==> config.mk <==
export PLATFORM = sky130hd
export DESIGN_NAME = i2c_target
export DESIGN_NICKNAME = d
export VERILOG_FILES = /design/src/rtl/i2c_target.sv
export SDC_FILE = /design/constraint.sdc
export NUM_CORES = 1
export LEC_CHECK = 0
export CAP_MARGIN = 20
export CORE_MARGIN = 4
export CORE_UTILIZATION = 65
export DETAILED_ROUTE_END_ITERATION = 7
export DONT_BUFFER_PORTS = 1
export PLACE_DENSITY = 0.85
export SETUP_SLACK_MARGIN = 0.2
export SYNTH_ARGS = -nofsm -noshare
export SYNTH_HDL_FRONTEND = slang
export SYNTH_SLANG_ARGS = --single-unit
==> constraint.sdc <==
create_clock -name clk -period 4.4 [get_ports clk]
set_input_delay 0.88 -clock clk [delete_from_list [all_inputs] [get_ports clk]]
set_output_delay 0.88 -clock clk [all_outputs]
set_load 0.05 [all_outputs]
==> src/rtl/i2c_target.sv <==
// I2C target: oversampled SCL/SDA, START/STOP detection, fixed 7-bit address,
// byte receive with ACK/NACK and byte transmit with master ACK checking.
module i2c_target #(
  parameter int unsigned           DATA_WIDTH  = 8,
  parameter int unsigned           ADDR_WIDTH  = 7,
  parameter logic [ADDR_WIDTH-1:0] TARGET_ADDR = 7'h42
) (
  input  logic                  clk,
  input  logic                  rst,
  input  logic                  SCL_in,
  input  logic                  SDA_in,
  output logic                  SDA_out,
  output logic [DATA_WIDTH-1:0] rx_data,
  output logic                  rx_valid,
  input  logic                  rx_ack_en,
  input  logic [DATA_WIDTH-1:0] tx_data,
  input  logic                  tx_valid,
  output logic                  tx_load,
  output logic                  tx_underrun,
  output logic                  addressed,
  output logic                  busy
);

  localparam logic [3:0] LAST_BIT = 4'(DATA_WIDTH - 1);
  localparam logic [3:0] ACK_SLOT = 4'(DATA_WIDTH);
  localparam logic [3:0] ACK_DONE = 4'(DATA_WIDTH + 1);

  typedef enum logic [2:0] {
    IDLE, ADDR, ADDR_ACK, RX_DATA, RX_ACK, TX_DATA, TX_ACKCHK, WAIT_STOP
  } state_e;

  logic scl_meta_q, scl_sync_q, scl_hist_q;
  logic sda_meta_q, sda_sync_q, sda_hist_q;

  state_e                state_q, state_d;
  logic [3:0]            bit_cnt_q, bit_cnt_d;
  logic [DATA_WIDTH-1:0] shift_q, shift_d;
  logic                  sda_out_q, sda_out_d;
  logic [DATA_WIDTH-1:0] rx_data_q, rx_data_d;
  logic                  rx_valid_q, rx_valid_d;
  logic                  tx_load_q, tx_load_d;
  logic                  tx_underrun_q, tx_underrun_d;
  logic                  addressed_q, addressed_d;
  logic                  busy_q, busy_d;

  logic                  scl_rise_c, scl_fall_c, start_c, stop_c;
  logic [DATA_WIDTH-1:0] shift_in_c, tx_byte_c;
  logic [3:0]            bit_inc_c;

  // Bus conditions; START/STOP require SCL high in both current and previous sample.
  assign scl_rise_c = scl_sync_q & ~scl_hist_q;
  assign scl_fall_c = ~scl_sync_q & scl_hist_q;
  assign start_c    = scl_sync_q & scl_hist_q & sda_hist_q & ~sda_sync_q;
  assign stop_c     = scl_sync_q & scl_hist_q & ~sda_hist_q & sda_sync_q;

  assign shift_in_c = {shift_q[DATA_WIDTH-2:0], sda_sync_q};
  assign tx_byte_c  = tx_valid ? tx_data : {DATA_WIDTH{1'b1}};
  assign bit_inc_c  = (bit_cnt_q < ACK_DONE) ? bit_cnt_q + 4'd1 : bit_cnt_q;

  always_comb begin
    state_d       = state_q;
    bit_cnt_d     = bit_cnt_q;
    shift_d       = shift_q;
    sda_out_d     = sda_out_q;
    rx_data_d     = rx_data_q;
    rx_valid_d    = 1'b0;
    tx_load_d     = 1'b0;
    tx_underrun_d = 1'b0;
    addressed_d   = addressed_q;
    busy_d        = busy_q;

    if (start_c) begin
      state_d     = ADDR;
      bit_cnt_d   = '0;
      shift_d     = '0;
      sda_out_d   = 1'b1;
      addressed_d = 1'b0;
      busy_d      = 1'b1;
    end else if (stop_c) begin
      state_d     = IDLE;
      sda_out_d   = 1'b1;
      addressed_d = 1'b0;
      busy_d      = 1'b0;
    end else begin
      case (state_q)
        ADDR: begin
          if (scl_rise_c) begin
            shift_d   = shift_in_c;
            bit_cnt_d = bit_inc_c;
            if (bit_cnt_q == LAST_BIT) begin
              state_d = (shift_in_c[DATA_WIDTH-1 -: ADDR_WIDTH] == TARGET_ADDR) ? ADDR_ACK : WAIT_STOP;
            end
          end
        end
        ADDR_ACK: begin
          if (scl_rise_c) begin
            bit_cnt_d = bit_inc_c;
          end else if (scl_fall_c) begin
            if (bit_cnt_q == ACK_SLOT) begin
              sda_out_d = 1'b0;
            end else if (bit_cnt_q == ACK_DONE) begin
              addressed_d = 1'b1;
              bit_cnt_d   = '0;
              // shift_q[0] still holds the R/W bit
              if (shift_q[0]) begin
                shift_d       = tx_byte_c;
                sda_out_d     = tx_byte_c[DATA_WIDTH-1];
                tx_load_d     = 1'b1;
                tx_underrun_d = ~tx_valid;
                state_d       = TX_DATA;
              end else begin
                shift_d   = '0;
                sda_out_d = 1'b1;
                state_d   = RX_DATA;
              end
            end
          end
        end
        RX_DATA: begin
          if (scl_rise_c) begin
            shift_d   = shift_in_c;
            bit_cnt_d = bit_inc_c;
            if (bit_cnt_q == LAST_BIT) begin
              rx_data_d  = shift_in_c;
              rx_valid_d = 1'b1;
              state_d    = RX_ACK;
            end
          end
        end
        RX_ACK: begin
          if (scl_rise_c) begin
            bit_cnt_d = bit_inc_c;
          end else if (scl_fall_c) begin
            if (bit_cnt_q == ACK_SLOT) begin
              sda_out_d = ~rx_ack_en;
            end else if (bit_cnt_q == ACK_DONE) begin
              bit_cnt_d = '0;
              shift_d   = '0;
              sda_out_d = 1'b1;
              if (!sda_out_q) begin
                state_d = RX_DATA;
              end else begin
                state_d     = WAIT_STOP;
                addressed_d = 1'b0;
              end
            end
          end
        end
        TX_DATA: begin
          if (scl_rise_c) begin
            bit_cnt_d = bit_inc_c;
          end else if (scl_fall_c) begin
            if (bit_cnt_q == ACK_SLOT) begin
              sda_out_d = 1'b1;
              state_d   = TX_ACKCHK;
            end else begin
              shift_d   = {shift_q[DATA_WIDTH-2:0], 1'b0};
              sda_out_d = shift_q[DATA_WIDTH-2];
            end
          end
        end
        TX_ACKCHK: begin
          if (scl_rise_c) begin
            bit_cnt_d = bit_inc_c;
            if (sda_sync_q) begin
              state_d     = WAIT_STOP;
              addressed_d = 1'b0;
            end
          end else if (scl_fall_c && bit_cnt_q == ACK_DONE) begin
            bit_cnt_d     = '0;
            shift_d       = tx_byte_c;
            sda_out_d     = tx_byte_c[DATA_WIDTH-1];
            tx_load_d     = 1'b1;
            tx_underrun_d = ~tx_valid;
            state_d       = TX_DATA;
          end
        end
        default: ;
      endcase
    end
  end

  always_ff @(posedge clk) begin
    if (rst) begin
      scl_meta_q    <= 1'b1;
      scl_sync_q    <= 1'b1;
      scl_hist_q    <= 1'b1;
      sda_meta_q    <= 1'b1;
      sda_sync_q    <= 1'b1;
      sda_hist_q    <= 1'b1;
      state_q       <= IDLE;
      bit_cnt_q     <= '0;
      shift_q       <= '0;
      sda_out_q     <= 1'b1;
      rx_data_q     <= '0;
      rx_valid_q    <= 1'b0;
      tx_load_q     <= 1'b0;
      tx_underrun_q <= 1'b0;
      addressed_q   <= 1'b0;
      busy_q        <= 1'b0;
    end else begin
      scl_meta_q    <= SCL_in;
      scl_sync_q    <= scl_meta_q;
      scl_hist_q    <= scl_sync_q;
      sda_meta_q    <= SDA_in;
      sda_sync_q    <= sda_meta_q;
      sda_hist_q    <= sda_sync_q;
      state_q       <= state_d;
      bit_cnt_q     <= bit_cnt_d;
      shift_q       <= shift_d;
      sda_out_q     <= sda_out_d;
      rx_data_q     <= rx_data_d;
      rx_valid_q    <= rx_valid_d;
      tx_load_q     <= tx_load_d;
      tx_underrun_q <= tx_underrun_d;
      addressed_q   <= addressed_d;
      busy_q        <= busy_d;
    end
  end

  assign SDA_out     = sda_out_q;
  assign rx_data     = rx_data_q;
  assign rx_valid    = rx_valid_q;
  assign tx_load     = tx_load_q;
  assign tx_underrun = tx_underrun_q;
  assign addressed   = addressed_q;
  assign busy        = busy_q;

endmodule

==> PnR_summary.wiki <==
{| class="wikitable"
! Metric !! Value
|-
| Cell area power density || 555 nW/um^2
|-
| Clock sink count || 34
|-
| Final Hold Fails || 0
|-
| Ports || 28
|-
| CTS Buf Count || 5
|-
| Post-synth EDFFs || 0
|-
| Transition time at the pin with the least slew margin || 0.674 ns
|-
| Per-cell routed wire length || 16.8 microns
|-
| Cells resized by post-CTS repair || 0
|-
| Stage delay of the slowest cell on the critical path || 0.44 ns
|-
| Vias || 1944
|-
| Post-route DRC violation count || 0
|-
| Most frequent standard cell in the layout excluding fill and tap cells || sky130_fd_sc_hd__dfxtp_1
|-
| Type of element capturing the critical path || register
|-
| Status || complete, no violations
|-
| Via count of the first global-routing pass || 1745
|-
| Remaining number of nets flagged by the antenna check after routing || 0
|-
| Via/cell ratio || 6.73
|-
| Synth Area in Compound Gates || 25.3%
|-
| Number of nets produced by synthesis || 271
|-
| Achievable Freq || 444 MHz
|-
| Post-layout min period || 2.25 ns
|-
| Filler instances || 273
|-
| Util after Layout || 69.6%
|-
| Clock tree from TritonCTS || done
|-
| Post-synthesis adder-cell area fraction || 2.31%
|-
| Global routing usage summed across all routing layers || 25.5%
|-
| Share of final-layout standard cells stronger than drive strength 1 || 10.6%
|-
| Kind of cell adding the most delay to the critical path || compound AO/OA/AOI/OAI gates
|-
| Routability congestion estimate from global placement || 0.955
|-
| Synth-to-Final Area Change || 1.48%
|-
| RSZ-0062 raised after global routing || no
|-
| Congestion Overflow GR || 0
|-
| Post-synthesis simple-gate area fraction || 27.4%
|-
| Crit path buf inv count || 1
|-
| Maximum fanout along the worst path || 7
|-
| Initial antenna violation count || 0
|-
| Count of input and output buffers || 0
|-
| Startpoint kind of the worst setup timing path || register
|-
| Data required time of the worst path || 4.63 ns
|-
| DR pass1 iterations || 6
|-
| Relative slew margins || 55.0%
|-
| Maximum clock path buffer count || 2
|-
| Initial DRC count || 332
|-
| Arrival time reported for the critical path endpoint || 2.49 ns
|-
| Most frequent cells in the layout || sky130_fd_sc_hd__dfxtp_1, sky130_fd_sc_hd__a21oi_1, sky130_fd_sc_hd__nor2_1
|-
| Number of standard-cell rows in the floorplan || 20
|-
| Clk slew on worst S/H paths || 0.13 ns
|-
| FF+latch count, synth || 34
|-
| Leakage || 0.000765 uW
|-
| Die Area || 4220 sq um
|-
| Buffers inserted during post-CTS setup optimization || 0
|-
| Total Neg Setup Slack || 0 ns
|-
| # setup viols final || 0
|-
| Sequential fraction of the synthesis area || 32.2%
|-
| Hold Buf Count CTS || 0
|-
| Chip width || 65.0 microns
|-
| Largest net degree at the start of global routing || 23
|-
| Cell with the biggest individual delay on the critical path || sky130_fd_sc_hd__a2111oi_0
|-
| Synthesized instance count || 254
|-
| H-tree lvl count || 2
|-
| Number of nets at the end of the flow || 261
|-
| Yosys warns || 0
|-
| Total core area || 3080 sq um
|-
| Max rail drop VDD || 0.000349 V
|-
| Master cell of the clock root buffer || sky130_fd_sc_hd__clkbuf_4
|-
| Max Transition Viols Final || 0
|-
| Cell area after technology mapping || 2110 sq um
|-
| # diodes || 0
|-
| Starting Density || 68.6%
|-
| Wire length of the first global-routing pass || 8320 microns
|-
| Worst Path Class, Setup || register to register
|-
| Main combinational cell family by area after synthesis || simple AND/OR/NAND/NOR gates
|-
| Critical-path cell list || inv_1 > ha_1 > nand4bb_1 > a21o_2 > and3_1 > a2111oi_0 > nor3_1
|-
| Clock latency reported for the late side of the worst-skew pair || 0.37 ns
|-
| Final worst clock skew || 0.0176 ns
|-
| Async set-or-reset flop fraction in the synthesized netlist || 0%
|-
| Distinct cell type count after synthesis || 63
|-
| Fraction of synthesized cell area in xor and xnor cells || 0.830%
|-
| Total wirelength of the detailed-routed design || 4860 microns
|-
| FF/Latch Area || 681 sq um
|-
| # Max-Cap Violations || 0
|-
| Area occupied by multi-input gates || 1290 sq um
|-
| Fin crit share || 51.2%
|-
| Total half-perimeter wirelength after legalization and detailed placement || 3470 microns
|-
| Top flip-flop cell by instance count after synthesis || sky130_fd_sc_hd__dfxtp_1
|-
| Die Y || 65.0 microns
|-
| Worst hold-check path type || register to register
|-
| Synthesized area per cell || 8.31 sq um
|-
| Portion of netlist area occupied by mux cells || 5.28%
|}
-- cell type report --
type	count	share of cell area, %
clock buffer	6	2.39
clock inverter	2	0.584
inverter	14	2.45
multi-input combinational	189	60.2
sequential	34	31.8
tap	44	2.57
-- layer usage --
metal | vias up | global-route usage, % | wire (microns)
met4 | 0 | 11.9 | 87
met1 | 907 | 34.7 | 2080
met5 | - | 0 | 0
met3 | 10 | 6.24 | 464
li1 | 928 | - | -
met2 | 99 | 37.7 | 2230
-- synth_stat cells, types with 5 or more instances --
cell type	instances	area, sq um
sky130_fd_sc_hd__o21ai_0	10	50.1
sky130_fd_sc_hd__inv_1	14	52.6
sky130_fd_sc_hd__clkbuf_1	5	18.8
sky130_fd_sc_hd__buf_2	7	35.0
sky130_fd_sc_hd__a2111oi_0	6	52.6
sky130_fd_sc_hd__mux2i_1	10	100
sky130_fd_sc_hd__a21oi_1	27	135
sky130_fd_sc_hd__nor3_1	11	55.1
sky130_fd_sc_hd__dfxtp_1	34	681
sky130_fd_sc_hd__nor2_1	17	63.8
sky130_fd_sc_hd__or2_2	9	56.3
sky130_fd_sc_hd__nand2_1	8	30.0
sky130_fd_sc_hd__nand2b_1	8	50.1
sky130_fd_sc_hd__nor2b_1	5	31.3
-- flip-flops by register name, summed over array words and instances, names as in the netlist --
name / cells
SDA_out: 1
addressed: 1
bit_cnt_q: 4
busy: 1
rx_data: 8
rx_valid: 1
scl_hist_q: 1
scl_meta_q: 1
scl_sync_q: 1
sda_hist_q: 1
sda_meta_q: 1
sda_sync_q: 1
shift_q: 7
state_q: 3
tx_load: 1
tx_underrun: 1
-- through the flow --
step                instances  power (uW)  setup WS, ns  hold WS [ns]  cell area, sq um
finish                    289        1190          2.15         0.421              2140
global route              289        1280          1.91         0.433              2140
CTS                       289        1180          2.15         0.426              2140
detailed placement        281         979          2.20         0.398              2080
global placement          281         969          2.30         0.393              2080
floorplan                 254         886          2.43         0.389              2110
-- power by group --
group,internal [uW],leakage [uW],switching [uW]
combinational,219,0.000454,340
sequential,343,0.000277,90.3
clock,76.7,0.0000343,119
total,639,0.000765,550
-- kinds of logic after synthesis --
group	Yosys count
xor+xnor	2
simple gates	94
flops	34
compound gates	78
buf+inv	31
fa+ha+maj	4
mux	11
-- path summary, 6_finish.rpt --
kind                              startpoint         end  slack, ns  depth (start not counted)
worst max register to register  bit_cnt_q[0]  shift_q[3]       2.15                          7
worst min-delay path              scl_meta_q  scl_sync_q       0.42                          1
worst max-delay path            bit_cnt_q[0]  shift_q[3]       2.15                          7
worst min register to register    scl_meta_q  scl_sync_q       0.42                          1
Power figures use the tool's default switching activity.
